**src/rtl/mem_arb_pkg.sv**
```systemverilog
// Shared types and defaults for the round-robin memory arbiter.
package mem_arb_pkg;

   // Transaction phases: pick a requester, drive the memory, acknowledge.
   typedef enum logic [1:0] {
      IDLE   = 2'd0,
      ACCESS = 2'd1,
      RESP   = 2'd2
   } state_t;

   localparam int DEF_NUM_CORES = 4;
   localparam int DEF_ADDR_W    = 32;
   localparam int DEF_DATA_W    = 32;

   // Width of a core index / round-robin pointer.
   function automatic int ptr_width(input int n);
      return (n > 1) ? $clog2(n) : 1;
   endfunction

endpackage

```
**src/rtl/rr_pick.sv**
```systemverilog
// Combinational round-robin picker: first requester at or after rr_ptr, wrapping.
module rr_pick
   import mem_arb_pkg::*;
#(
   parameter int NUM_CORES = DEF_NUM_CORES,
   localparam int CW       = ptr_width(NUM_CORES)
) (
   input  logic [NUM_CORES-1:0] req,
   input  logic [CW-1:0]        rr_ptr,
   output logic                 valid,
   output logic [CW-1:0]        winner
);

   logic [CW-1:0] idx;

   // Scan offsets from farthest to nearest so the nearest requester is assigned last and wins.
   always_comb begin
      // NOTE: every output and temporary gets a default before the loop so no path infers a latch.
      valid  = |req;
      winner = '0;
      idx    = '0;
      for (int k = NUM_CORES - 1; k >= 0; k--) begin
         idx = CW'((int'(rr_ptr) + k) % NUM_CORES);
         if (req[idx]) winner = idx;
      end
   end

endmodule

```
**src/rtl/mem_rr_arbiter.sv**
```systemverilog
// Round-robin arbiter sharing one single-port memory among NUM_CORES cores.
// One transaction in flight; the command is latched at grant so requesters may
// change or drop their inputs without disturbing the access in progress.
module mem_rr_arbiter
   import mem_arb_pkg::*;
#(
   parameter int NUM_CORES = DEF_NUM_CORES,
   parameter int ADDR_W    = DEF_ADDR_W,
   parameter int DATA_W    = DEF_DATA_W,
   localparam int CW       = ptr_width(NUM_CORES)
) (
   input  logic                        clk,
   input  logic                        reset_n,
   input  logic [NUM_CORES-1:0]        core_req,
   input  logic [NUM_CORES-1:0]        core_we,
   input  logic [NUM_CORES*ADDR_W-1:0] core_addr,
   input  logic [NUM_CORES*DATA_W-1:0] core_wdata,
   output logic [NUM_CORES-1:0]        core_ack,
   output logic [DATA_W-1:0]           core_rdata,
   output logic [CW-1:0]               grant_id,
   output logic                        busy,
   output logic                        mem_read,
   output logic                        mem_write,
   output logic [ADDR_W-1:0]           mem_address,
   output logic [DATA_W-1:0]           mem_data_in,
   input  logic [DATA_W-1:0]           mem_data_out
);

   state_t              state;
   logic [CW-1:0]       rr_ptr;
   logic                we_q;
   logic [ADDR_W-1:0]   addr_q;
   logic [DATA_W-1:0]   wdata_q;

   logic                pick_valid;
   logic [CW-1:0]       pick_id;
   logic [CW-1:0]       next_ptr;

   rr_pick #(.NUM_CORES(NUM_CORES)) u_pick (
      .req    (core_req),
      .rr_ptr (rr_ptr),
      .valid  (pick_valid),
      .winner (pick_id)
   );

   // Pointer moves just past the core that was served, wrapping to core 0.
   assign next_ptr = (grant_id == CW'(NUM_CORES - 1)) ? '0 : grant_id + CW'(1);

   // Memory strobes only during ACCESS; a write is suppressed while reset is asserted
   // so an access interrupted by reset never commits.
   assign mem_read    = (state == ACCESS) && !we_q && reset_n;
   assign mem_write   = (state == ACCESS) &&  we_q && reset_n;
   assign mem_address = addr_q;
   assign mem_data_in = wdata_q;

   // Arbitration FSM with command latches, read-data capture and ack generation.
   always_ff @(posedge clk) begin
      if (!reset_n) begin
         // NOTE: sequential state uses non-blocking assignments so every register sees pre-edge values.
         state      <= IDLE;
         rr_ptr     <= '0;
         we_q       <= 1'b0;
         addr_q     <= '0;
         wdata_q    <= '0;
         grant_id   <= '0;
         busy       <= 1'b0;
         core_ack   <= '0;
         core_rdata <= '0;
      end else begin
         core_ack <= '0;
         unique case (state)
            IDLE: begin
               if (pick_valid) begin
                  we_q     <= core_we[pick_id];
                  addr_q   <= core_addr[pick_id*ADDR_W +: ADDR_W];
                  wdata_q  <= core_wdata[pick_id*DATA_W +: DATA_W];
                  grant_id <= pick_id;
                  busy     <= 1'b1;
                  state    <= ACCESS;
               end
            end
            ACCESS: begin
               if (!we_q) core_rdata <= mem_data_out;
               core_ack[grant_id] <= 1'b1;
               state              <= RESP;
            end
            RESP: begin
               rr_ptr <= next_ptr;
               busy   <= 1'b0;
               state  <= IDLE;
            end
            default: state <= IDLE;
         endcase
      end
   end

endmodule
```
**config.mk**
```make
export PLATFORM = sky130hd
export DESIGN_NAME = mem_rr_arbiter
export DESIGN_NICKNAME = d
export VERILOG_FILES = /design/src/rtl/mem_arb_pkg.sv /design/src/rtl/rr_pick.sv /design/src/rtl/mem_rr_arbiter.sv
export SDC_FILE = /design/constraint.sdc
export NUM_CORES = 1
export LEC_CHECK = 0
export ABC_AREA = 1
export CAP_MARGIN = 20
export CELL_PAD_IN_SITES_DETAIL_PLACEMENT = 1
export CELL_PAD_IN_SITES_GLOBAL_PLACEMENT = 2
export CORE_ASPECT_RATIO = 1.25
export CORE_MARGIN = 3
export CORE_UTILIZATION = 16
export CTS_CLUSTER_DIAMETER = 40
export CTS_CLUSTER_SIZE = 25
export DETAILED_ROUTE_END_ITERATION = 6
export PLACE_DENSITY = 0.83
export SETUP_SLACK_MARGIN = 0.1
export SLEW_MARGIN = 40
export SYNTH_ARGS = -nofsm -noshare
export SYNTH_HDL_FRONTEND = slang
export SYNTH_SLANG_ARGS = --single-unit
```
**constraint.sdc**
```tcl
create_clock -name clk -period 1.7 [get_ports clk]
set_input_delay 0.17 -clock clk [delete_from_list [all_inputs] [get_ports clk]]
set_output_delay 0.17 -clock clk [all_outputs]
set_load 0.005 [all_outputs]
```
==> results.py, run 1 <==
metrics = {
    "sta": {
        "max_clock_freq_mhz": 507,
        "layout_setup_ws_ns": -0.273,
        "setup_tns_ns": -13.92,
        "min_period_over_period_pct": 116,
        "worst_pin_slew_ns": 0.387,
        "fin_crit_ns": 1.97,
        "slew_headroom_pct": 74.2,
        "final.setup_skew_ns": 0.0111,
        "hold_ws_ns": 0.206,
        "final_hold_viol_count": 0,
        "setup_viol": 65,
        "rsz0062_at_grt": "yes",
        "slew_violations": 0,
    },
    "power_and_ir_drop": {
        "power.share.sequential_pct": 28.7,
        "cellLeakagePower_nw": 6.12,
        "switching_share_pct": 37.0,
        "power_density_mw_per_mm2": 836,
        "worst_ir_drop_vdd_v": 0.000491,
        "power.internal_mw": 6.98,
        "pwr-share-clk_pct": 22.3,
        "p_sw_mw": 4.10,
        "combPwrFrac_pct": 48.9,
    },
    "critical_path": {
        "arrival_ns": 2.26,
        "critPathRequiredTime_ns": 1.99,
        "end_kind": "register",
        "critPathMaxFanout": 8,
        "r2r_slack_ns": -0.27,
        "path_class": "reg -> reg",
        "worst_setup_path_start_kind": "register",
    },
    "status": {
        "status": "finished, violations left",
        "violations": "setup timing",
    },
    "finish": {
        "final_nets": 1871,
        "fin_cells": 2129,
        "drive_gt1_share_pct": 15.5,
        "syn_to_final_growth_pct": 96.1,
        "fillers": 5021,
    },
    "detailed_routing": {
        "first_pass_iters": 4,
        "num_vias": 8933,
        "drt-total-wl_microns": 40300,
        "avgViaCountPerCell": 4.20,
        "ant_nets": 0,
        "first_iter_violations": 262,
        "drc": 0,
        "wl_per_cell_microns": 18.9,
    },
    "worst_hold_path": {
        "hold_path_class": "in -> reg",
    },
    "synth": {
        "yosys_warnings": 0,
        "synthTopCellsByArea": "dfxtp_1, nand2_1, nand3_1",
        "postSynthCellCount": 1145,
        "synth_fp_nets": 1447,
        "netlist_area_sq_mm": 0.00677,
        "yosysMostFrequentCell": "nand2_1",
        "synth_top_area_share_pct": 32.0,
        "synth_edf_count": 0,
        "syn_avg_cell_area_sq_um": 5.91,
        "ys_top_cells_by_count": "nand2_1, inv_1, nand3_1, dfxtp_1, nor2_1",
        "ys.flop_type": "dfxtp_1",
        "synth_top_area_cell": "dfxtp_1",
        "seq_area_frac_synth_pct": 32.0,
        "async_reset_ff_share_pct": 0,
        "synth_seq_cells": 108,
        "synth_cell_type_count": 29,
    },
    "place": {
        "numPortBuffers": 402,
        "dp.cells": 2080,
        "gp_congestion": 0.862,
        "dp_hpwl_microns": 27500,
        "dp_slack_ns": -0.568,
    },
    "grt": {
        "antenna_found_initial": 6,
        "grt.total_usage_pct": 16.0,
        "grt_pass1_vias": 9244,
        "grt_max_degree": 73,
        "grt_pass1_wl_microns": 54900,
        "grt.overflow.total": 0,
    },
    "clock_tree": {
        "h-tree-depth": 3,
        "numCtsBuffers": 9,
        "cts_root_buf": "clkbuf_16",
        "clkLatencyLatePin_ns": 0.39,
        "tritoncts": "yes",
        "numClockSinks": 108,
        "holdBufCountCts": 0,
        "clk_transition_reported_paths_ns": 0.09,
        "cts_buffer_depth": 2,
    },
    "job": {
        "maxCapViolations": 0,
    },
    "floorplan": {
        "die_w_microns": 190,
        "die_h_microns": 236,
        "core_sq_mm": 0.0414,
        "dieArea_sq_mm": 0.0448,
        "start_util_pct": 16.3,
        "row_count": 83,
        "pin_count": 403,
    },
}
## critical path, cell delays in order (launching register included)
cell	delay, ns
dfxtp_4	0.40
buf_6	0.14
o21ai_4	0.14
nand2_2	0.10
nand3_4	0.09
nand3_4	0.15
nand2_8	0.18
clkinv_8	0.10
buf_12	0.16
buf_6	0.12
nand2_2	0.04
nand2_1	0.06
a21oi_2	0.11
nor2_1	0.05
## power by group through the flow
stage / Sequential (mW) / Combinational, mW / Clock [mW]
after detailed placement: 3.25 / 4.51 / 0
after global placement: 3.22 / 4.43 / 0
final: 3.19 / 5.42 / 2.48
after global routing: 3.24 / 5.92 / 2.70
after CTS: 3.19 / 4.85 / 2.63
after floorplan: 3.23 / 2.03 / 0
## what timing repair did
item | CTS | global route
cloned | 5 | 14
pin swaps | 2 | 51
resized for setup | 58 | 116
setup buffers | 6 | 5
endpoints found under the setup margin | 69 | 69
## sequential cells by signal, summed over array words and instances, names as in the netlist
| name | flops |
|---|---|
| core_ack | 4 |
| state | 2 |
| busy | 1 |
| we_q | 1 |
| core_rdata | 32 |
| mem_data_in | 32 |
| rr_ptr | 2 |
| grant_id | 2 |
| mem_address | 32 |
## through the flow
| stage | cell area [sq um] | total power, mW | utilization, % |
|---|---|---|---|
| after CTS | 12500 | 10.7 | 30.1 |
| final | 13300 | 11.1 | 32.0 |
| after global routing | 13300 | 11.9 | 32.0 |
| after global placement | 11800 | 7.65 | 28.4 |
| after detailed placement | 11800 | 7.75 | 28.4 |
| after floorplan | 6910 | 5.26 | - |
## final timing paths
check                 startpoint             end  depth (start not counted)
setup reg to reg       rr_ptr[0]  mem_address[9]                         13
hold / removal           reset_n        state[1]                          4
setup / recovery       rr_ptr[0]  mem_address[9]                         13
hold reg to reg   core_rdata[29]  core_rdata[29]                          2
## cell type report
class / instances / area [sq um] / area share [%]
antenna: 3 / 7.51 / 0.0566
clock buffer: 9 / 225 / 1.70
clock inverter: 7 / 103 / 0.773
inverter: 200 / 776 / 5.85
multi-input combinational: 764 / 4000 / 30.2
sequential: 108 / 2170 / 16.4
tap: 552 / 691 / 5.21
timing repair buffer: 486 / 5290 / 39.9
## per-layer routing
metal  up-vias  wire length (microns)  global-route usage [%]
li1       4362                      -                       -
met1      4207                  15200                    17.1
met2       312                  20900                    29.7
met3        44                   3260                    4.97
met4         8                    860                    5.33
met5         -                     53                       0
## logic make-up (layout without fill, tap and decap cells)
logic type	Yosys count	count (layout)	share of synthesized area, %
simple gates	645	646	41.4
buf+inv	274	702	16.9
compound gates	114	114	8.99
flops	108	108	32.0
fa+ha+maj	4	4	0.740
other cells	0	3	0
## cells in the final DEF (no fill, tap or decap), types with 2 or more instances in the layout
master,netlist,layout
a211oi_1,2,2
nor2_1,86,85
nand2_4,0,8
buf_6,4,19
diode_2,0,3
clkbuf_16,0,19
inv_2,4,3
o21ai_0,34,33
nand3_4,0,3
nand3_1,176,133
inv_8,0,2
or2_4,0,12
nor2_4,2,5
nor2_2,4,2
buf_8,0,6
buf_12,0,17
clkinv_8,0,3
nor2_8,2,2
a21oi_2,0,11
clkdlybuf4s50_1,0,399
o211ai_1,13,13
nand3_2,2,42
inv_6,1,4
ha_1,4,4
nand3b_1,13,13
buf_4,11,25
inv_1,193,192
nand2_2,2,41
a21oi_1,63,52
dfxtp_4,0,2
buf_16,0,7
nand2_8,0,2
o21ai_1,2,2
dfxtp_1,108,105
nand2_1,342,294
(Power assumes the default switching activity.)
==> run 2, diff against run 1 <==
CAP_MARGIN = default   (was 20)
==> results of run 2 <==
No change in the layout: final DEF, timing and power equal those of run 1.
==> run 3, diff against run 2 <==
CAP_MARGIN = 20   (was default)
==> results of run 3 <==
No change in the layout: final DEF, timing and power equal those of run 1.
